==> config.mk <==
export PLATFORM = sky130hd
export DESIGN_NAME = median3_stream_ctrl
export DESIGN_NICKNAME = d
export VERILOG_FILES = /design/src/rtl/median3_stream_ctrl.sv
export SDC_FILE = /design/constraint.sdc
export NUM_CORES = 1
export LEC_CHECK = 0
export ABC_AREA = 1
export BUFFER_PORTS_ARGS = -buffer_cell sky130_fd_sc_hd__buf_4
export CORE_ASPECT_RATIO = 1.75
export CORE_UTILIZATION = 28
export CTS_BUF_LIST = sky130_fd_sc_hd__clkbuf_4
export CTS_CLUSTER_SIZE = 10
export DETAILED_ROUTE_END_ITERATION = 10
export RECOVER_POWER = 25
export SLEW_MARGIN = 20
export SYNTH_ARGS = -nofsm -noshare
export SYNTH_HDL_FRONTEND = slang
export SYNTH_HIERARCHICAL = 1
export SYNTH_SLANG_ARGS = --single-unit
==> constraint.sdc <==
create_clock -name clk -period 3.7 [get_ports clk]
set_input_delay 0.185 -clock clk [delete_from_list [all_inputs] [get_ports clk]]
set_output_delay 0.185 -clock clk [all_outputs]
set_load 0.005 [all_outputs]
==> src/rtl/median3_stream_ctrl.sv <==
// 3-tap streaming median filter.
// Samples arrive over a valid/ready handshake, slide through a short tap
// history, and each full window is sorted into min/mid/max by a small
// comparator. The result sits in a single-entry output register with
// valid/ready back-pressure towards downstream logic.

// Three-input unsigned sorter: produces the smallest, middle and largest value.
module comp #(
    parameter int WIDTH = 7
) (
    input  logic [WIDTH-1:0] i_a,
    input  logic [WIDTH-1:0] i_b,
    input  logic [WIDTH-1:0] i_c,
    output logic [WIDTH-1:0] o_min,
    output logic [WIDTH-1:0] o_mid,
    output logic [WIDTH-1:0] o_max
);

    logic [WIDTH-1:0] w_loAb;
    logic [WIDTH-1:0] w_hiAb;

    // Order the first pair, then place the third value relative to that pair.
    // The middle value is the third input clamped into [lo, hi] of the pair.
    assign w_loAb = (i_a < i_b) ? i_a : i_b;
    assign w_hiAb = (i_a < i_b) ? i_b : i_a;
    assign o_min  = (i_c < w_loAb) ? i_c : w_loAb;
    assign o_max  = (i_c > w_hiAb) ? i_c : w_hiAb;
    assign o_mid  = (i_c < w_loAb) ? w_loAb : ((i_c > w_hiAb) ? w_hiAb : i_c);

endmodule

// Streaming controller: window fill tracking, handshakes and output stage.
module median3_stream_ctrl #(
    parameter int WIDTH     = 7,
    parameter int EDGE_MODE = 0,
    parameter int CNT_W     = 16
) (
    input  logic             clk,
    input  logic             rst,
    input  logic             in_valid,
    output logic             in_ready,
    input  logic [WIDTH-1:0] in_data,
    input  logic             flush,
    output logic             out_valid,
    input  logic             out_ready,
    output logic [WIDTH-1:0] out_min,
    output logic [WIDTH-1:0] out_mid,
    output logic [WIDTH-1:0] out_max,
    output logic [1:0]       fill_cnt,
    output logic [CNT_W-1:0] out_cnt
);

    typedef enum logic [1:0] {
        EMPTY = 2'd0,
        FILL1 = 2'd1,
        FILL2 = 2'd2,
        RUN   = 2'd3
    } state_t;

    state_t           r_state;
    // Only the two newest history taps are stored: the sorter always sees the
    // post-shift window {tap1, tap2, in_data}, so the oldest tap would be
    // shifted out in the same edge it could have been used.
    logic [WIDTH-1:0] r_tap1;
    logic [WIDTH-1:0] r_tap2;
    logic             r_outValid;
    logic [WIDTH-1:0] r_outMin;
    logic [WIDTH-1:0] r_outMid;
    logic [WIDTH-1:0] r_outMax;
    logic [1:0]       r_fillCnt;
    logic [CNT_W-1:0] r_outCnt;

    logic             w_inReady;
    logic             w_accept;
    logic             w_edgeFirst;
    logic             w_load;
    logic [WIDTH-1:0] w_compA;
    logic [WIDTH-1:0] w_compB;
    logic [WIDTH-1:0] w_min;
    logic [WIDTH-1:0] w_mid;
    logic [WIDTH-1:0] w_max;

    // A sample is taken only when the output slot is free or retiring this
    // cycle; a flush blocks acceptance so no sample vanishes into a cleared window.
    assign w_inReady   = !flush && (!r_outValid || out_ready);
    assign w_accept    = in_valid && w_inReady;
    // In edge-replication mode the very first sample stands in for all taps.
    assign w_edgeFirst = (EDGE_MODE != 0) && (r_state == EMPTY);
    assign w_load      = w_accept && ((r_state == FILL2) || (r_state == RUN) || w_edgeFirst);
    assign w_compA     = w_edgeFirst ? in_data : r_tap1;
    assign w_compB     = w_edgeFirst ? in_data : r_tap2;

    comp #(
        .WIDTH(WIDTH)
    ) u_comp (
        .i_a  (w_compA),
        .i_b  (w_compB),
        .i_c  (in_data),
        .o_min(w_min),
        .o_mid(w_mid),
        .o_max(w_max)
    );

    // Window fill FSM, tap shifting and single-entry output register.
    always_ff @(posedge clk or posedge rst) begin
        if (rst) begin
            r_state    <= EMPTY;
            r_tap1     <= '0;
            r_tap2     <= '0;
            r_outValid <= 1'b0;
            r_outMin   <= '0;
            r_outMid   <= '0;
            r_outMax   <= '0;
            r_fillCnt  <= 2'd0;
            r_outCnt   <= '0;
        end else if (flush) begin
            r_state    <= EMPTY;
            r_fillCnt  <= 2'd0;
            r_outValid <= 1'b0;
            r_outCnt   <= '0;
        end else begin
            if (w_accept) begin
                if (w_edgeFirst) begin
                    r_tap1    <= in_data;
                    r_tap2    <= in_data;
                    r_state   <= RUN;
                    r_fillCnt <= 2'd3;
                end else begin
                    r_tap1 <= r_tap2;
                    r_tap2 <= in_data;
                    case (r_state)
                        EMPTY: begin
                            r_state   <= FILL1;
                            r_fillCnt <= 2'd1;
                        end
                        FILL1: begin
                            r_state   <= FILL2;
                            r_fillCnt <= 2'd2;
                        end
                        default: begin
                            r_state   <= RUN;
                            r_fillCnt <= 2'd3;
                        end
                    endcase
                end
            end
            if (w_load) begin
                r_outMin   <= w_min;
                r_outMid   <= w_mid;
                r_outMax   <= w_max;
                r_outValid <= 1'b1;
                r_outCnt   <= r_outCnt + CNT_W'(1);
            end else if (out_ready) begin
                r_outValid <= 1'b0;
            end
        end
    end

    assign in_ready  = w_inReady;
    assign out_valid = r_outValid;
    assign out_min   = r_outMin;
    assign out_mid   = r_outMid;
    assign out_max   = r_outMax;
    assign fill_cnt  = r_fillCnt;
    assign out_cnt   = r_outCnt;

endmodule
# Yosys cells after proc, flatten, opt, wreduce, memory -nomap -nowiden
# Index checks and enable logic that the tools add are counted.
# classes
reduce_logical	13
n_addsub	1
n_eq_ne	3
n_mul	0
mux	14
bitwise	1
n_shift	0
n_lt_le_gt_ge	3
div	0
# op_table
cell	count
7-bit 2-to-1 mux	6
16-bit 2-to-1 mux	2
16-bit by 1-bit adder with 16-bit output, second input constant	1
7-bit less-than comparator	2
7-bit > comparator	1
2-bit == test, second input constant	2
2-bit 2-to-1 mux	2
2-bit case mux with 2 select lines	1
2-bit AND reduction	2
2-bit nonzero test	2
1-bit logical AND	3
1-bit 2-to-1 mux	3
3-bit nonzero test	1
2-bit by 1-bit == test with 1-bit output, second input constant	1
1-bit zero test	2
2-bit zero test	1
1-bit logical OR	2
1-bit NOT	1
# totals
memories	0
ff_bits	54
mem_bits_ro	0
latch_bits	0
input_bits	12
ramBits	0
output_inout_bits	41

# Logic depth before layout (Yosys ltp)
# logic_depth
ltp_word	7
depth_mapped	24
mapped_depth_nobuf	23

# By module
# Netlist, hierarchy kept.
# by_module_without_submodules
module	area_each_um2	seq_area_each_um2	instances	cells_each
median3_stream_ctrl	2391.0	1351.3	1	293
comp	1052.3	0.0	1	189

# Least setup slack after synthesis
# No wires, ideal clock.
# synth_path
kind	register to register
startpoint	register r_tap1[6]
endpoint	register r_outMax[0] (netlist: out_max[0])
stages_incl_launch_ff	20
n_path_buf	2
path_slack_ns	0.861
required_ns	3.635
setup_time_ns	0.065
period_less_slack_ns	2.839
arrival_ns	2.774
cell_sequence	dfrtp_1 -> ha_1 -> nand2_1 -> inv_2 -> a21oi_4 -> nand2_4 -> buf_2 -> nand2_1 -> o21ai_0 -> ha_1 -> a21oi_1 -> nor2_1 -> a211oi_2 -> nand2_4 -> nand2_4 -> buf_12 -> nand2_1 -> o21ai_1 -> nand2_1 -> nand2_1
# synth_between
elab_chain_len	4
# synth_rtl
item	line_no	rtl
start, declared	64	logic [WIDTH-1:0] r_tap1;
start signal, assigned	124	r_tap1 <= in_data;
start signal, assigned	129	r_tap1 <= r_tap2;
7-bit less-than comparator	25	assign w_hiAb = (i_a < i_b) ? i_b : i_a;
7-bit 2-to-1 mux *	25	
7-bit > comparator	27	assign o_max = (i_c > w_hiAb) ? i_c : w_hiAb;
7-bit 2-to-1 mux *	27	
net w_max[0]	81	logic [WIDTH-1:0] w_max;
end signal, assigned	150	r_outMax <= w_max;
end, declared	69	logic [WIDTH-1:0] r_outMax;
# Mark *: on every way through the listed nets, which the timed path passes. The rest lies on a longest branch.
# A chain may end at the register's enable or synchronous reset.

# Worst setup path after layout
# layout_path
startpoint	register r_tap1[6]
endpoint	register r_outMid[2] (netlist: out_mid[2])
# layout_between
elab_chain_len	5
# layout_rtl
item	line_no	rtl
7-bit less-than comparator	24, 25	
7-bit 2-to-1 mux	25	
7-bit > comparator	28	assign o_mid = (i_c < w_loAb) ? w_loAb : ((i_c > w_hiAb) ? w_hiAb : i_c);
7-bit 2-to-1 mux	28	
7-bit 2-to-1 mux *	28	
net w_mid[2]	80	logic [WIDTH-1:0] w_mid;
end signal, assigned	149	r_outMid <= w_mid;
end, declared	68	logic [WIDTH-1:0] r_outMid;
# Marked as above.

==> flow_metrics.env <==
export IMPL_setup_tns_ps=0
export IMPL_placed_area_sq_um=3950
export IMPL_synth_top_area_share_pct=39.2
export IMPL_avgSynthCellArea_sq_um=7.14
export IMPL_die_x_um=85.8
export IMPL_synth_area_leader_cell="dfrtp_1"
export IMPL_intPower_uw=1360
export IMPL_rsz0062_at_grt="false"
export IMPL_vias_per_cell=4.47
export IMPL_startpoint_type="register"
export IMPL_pwr_share_seq_pct=36.2
export IMPL_clkSlewWorstSetupHoldPaths_ps=150
export IMPL_crit_type="reg -> reg"
export IMPL_place_congestion=0.838
export IMPL_maxCapViolCount=0
export IMPL_synthTopCellsByArea="dfrtp_1, nand2_1, ha_1"
export IMPL_fin_skew_ps=29.8
export IMPL_htreeDepth=2
export IMPL_critPathTopFamily="simple AND/OR/NAND/NOR gates"
export IMPL_outcome="finished, final reports clean"
export IMPL_start_util_pct=28.7
export IMPL_totalPowerFinal_uw=2260
export IMPL_cpPeakStageDelay_ps=440
export IMPL_grt_ovfl_total=0
export IMPL_hold_path_class="in -> reg"
export IMPL_antenna_found_initial=1
export IMPL_vias=3124
export IMPL_seq_area_frac_synth_pct=39.2
export IMPL_grt_max_degree=46
export IMPL_io_buffers=52
export IMPL_synthesis_nets=513
export IMPL_peakVddDrop_uv=195
export IMPL_clk_path_buf_depth=2
export IMPL_syn2layout_area_growth_pct=18.7
export IMPL_period_minus_slack_ps=3280
export IMPL_p_sw_uw=897
export IMPL_async_reset_ff_share_pct=100
export IMPL_dr_pass1_iters=4
export IMPL_setup_viol=0
export IMPL_cts_root_buffer="clkbuf_4"
export IMPL_ys_types=30
export IMPL_syn_inst=482
export IMPL_clock_sinks=54
export IMPL_min_period_over_period_pct=88.6
export IMPL_crit_path_top_delay_cell="dfrtp_1"
export IMPL_crit_cells=17
export IMPL_crit_arrival_ps=3560
export IMPL_num_io_pins=53
export IMPL_worstHoldPathCells=3
export IMPL_p_comb_share_pct=46.1
export IMPL_routed_wl_mm=8.21
export IMPL_cts_tree="yes"
export IMPL_tightest_slew_ps=876
export IMPL_layout_drive_gt1_share_pct=16.7
export IMPL_synth_area_sq_um=3440
export IMPL_stdcell_area_sq_um=4090
export IMPL_worstPathRequired_ps=3980
export IMPL_layout_common_cells="nand2_1, dfrtp_1, inv_1"
export IMPL_hold_viol=0
export IMPL_post_drt_wl_per_cell_um=11.7
export IMPL_core_area_sq_um=12000
export IMPL_crit_chain="ha_1, nand2_1, inv_2, a21oi_4, nand2_4, o21ai_1, inv_1, ha_1, a21oi_1, nor2_1, a211oi_1, nand2_1, buf_4, nand3_1, nand2_1, nand2_1, nand2_1"
export IMPL_fin_nets=563
export IMPL_ys_flop_type="dfrtp_1"
export IMPL_fin_hold_ws_ps=63.6
export IMPL_detail_route_antenna_nets=0
export IMPL_p_clk_share_pct=17.7
export IMPL_dp_hpwl_mm=6.45
export IMPL_grt_pass1_wl_mm=14.3
export IMPL_row_count=53
export IMPL_critPathBufInv=3
export IMPL_final_common_cell="nand2_1"
export IMPL_powerDensity_nw_per_um2=552
export IMPL_dieArea_sq_um=12800
export IMPL_worstSkewPairLatency_ps=400
export IMPL_synth_warnings=6
export IMPL_cts_made_buffers=5
export IMPL_ys_ff_latch=54
export IMPL_drc=0
export IMPL_dieHeight_um=149
export IMPL_grt_util_all_layers_pct=14.0
export IMPL_synth_edf_count=0
export IMPL_first_global_vias=3138
export IMPL_maxSlewHeadroom_pct=41.5
export IMPL_p_leak_uw=0.00216
export IMPL_path_max_fanout=28
export IMPL_drtIter0Drc=104
export IMPL_end_kind="register"
export IMPL_clock_fmax_mhz=305
export IMPL_drv_slew=0
export IMPL_r2r_cells=17
export IMPL_switching_share_pct=39.7
export IMPL_crit_top_cell="nand2_1"
-- state kept, by name, summed over array words and instances, names as in the netlist --
name,cells
r_tap1,7
out_valid,1
out_mid,7
out_min,7
out_max,7
r_tap2,7
fill_cnt,2
out_cnt,16
-- power groups by stage --
stage / Sequential, uW / Combinational, uW / Clock (uW)
global placement: 834 / 1030 / 0
CTS: 823 / 1060 / 416
global route: 837 / 1200 / 434
detailed placement: 835 / 1050 / 0
finish: 817 / 1040 / 400
floorplan: 821 / 725 / 0
-- kinds of logic after synthesis --
group	Yosys count	share of synthesized area (%)
compound gates	63	10.4
simple gates	275	34.2
flops	54	39.2
fa+ha+maj	19	6.90
buf+inv	70	9.05
xor+xnor	1	0.254
-- layout make-up --
cell class	instances	area, sq um
Sequential cell	54	1350
Fill cell	1299	7920
Inverter	56	210
Tap cell	165	206
Clock inverter	3	63.8
Clock buffer	5	37.5
Multi-Input combinational cell	358	1780
Antenna cell	1	2.50
Timing Repair Buffer	57	435
-- repair_timing --
action | 4_1_cts | 5_1_grt
resized for setup | 0 | 1
hold buffers | 3 | 0
setup endpoints to repair | 0 | 10
setup buffers | 0 | 0
hold endpoints to repair | 25 | 0
-- worst paths after layout --
check | from | endpoint | slack [ps]
worst max-delay path | r_tap1[6]$_DFFE_PP0P_ | out_mid[2]$_DFFE_PP0P_ | 420
worst min-delay path | in_data[2] | r_tap2[2]$_DFFE_PP0P_ | 60
worst max register to register | r_tap1[6]$_DFFE_PP0P_ | out_mid[2]$_DFFE_PP0P_ | 420
worst min register to register | out_max[2]$_DFFE_PP0P_ | out_max[2]$_DFFE_PP0P_ | 490
max in group asynchronous | rst | out_mid[4]$_DFFE_PP0P_ | 2220
min in group asynchronous | rst | out_max[0]$_DFFE_PP0P_ | 530
-- stage by stage --
step	setup WS, ps	cells	utilization [%]
2_1_floorplan	861	482	-
3_3_place_gp	329	687	32.9
3_5_place_dp	257	687	32.9
4_1_cts	204	698	34.0
5_1_grt	70.5	699	34.1
6_report	422	699	34.1
-- synthesized netlist by cell type (2+ instances only) --
master,n
nand2_1,189
buf_2,8
dfrtp_1,54
inv_2,7
a21oi_1,18
o21ai_0,23
buf_4,2
nand3_1,33
nand2_4,3
nor2_1,32
ha_1,19
nor2_2,3
inv_1,49
nand2_2,4
buf_6,2
a21oi_2,5
nand4_1,6
o21ai_1,13
-- routing by layer --
metal / global-route usage, % / wire length, um
met1: 14.9 / 3400
met2: 26.6 / 4410
met3: 1.83 / 183
met4: 6.33 / 219
met5: 0 / 0
-- tightest hold or removal path: stages --
cell	delay, ps
buf_4	120
nand2_1	50
o21ai_0	60
No activity file was read; power rests on OpenSTA's default activity.
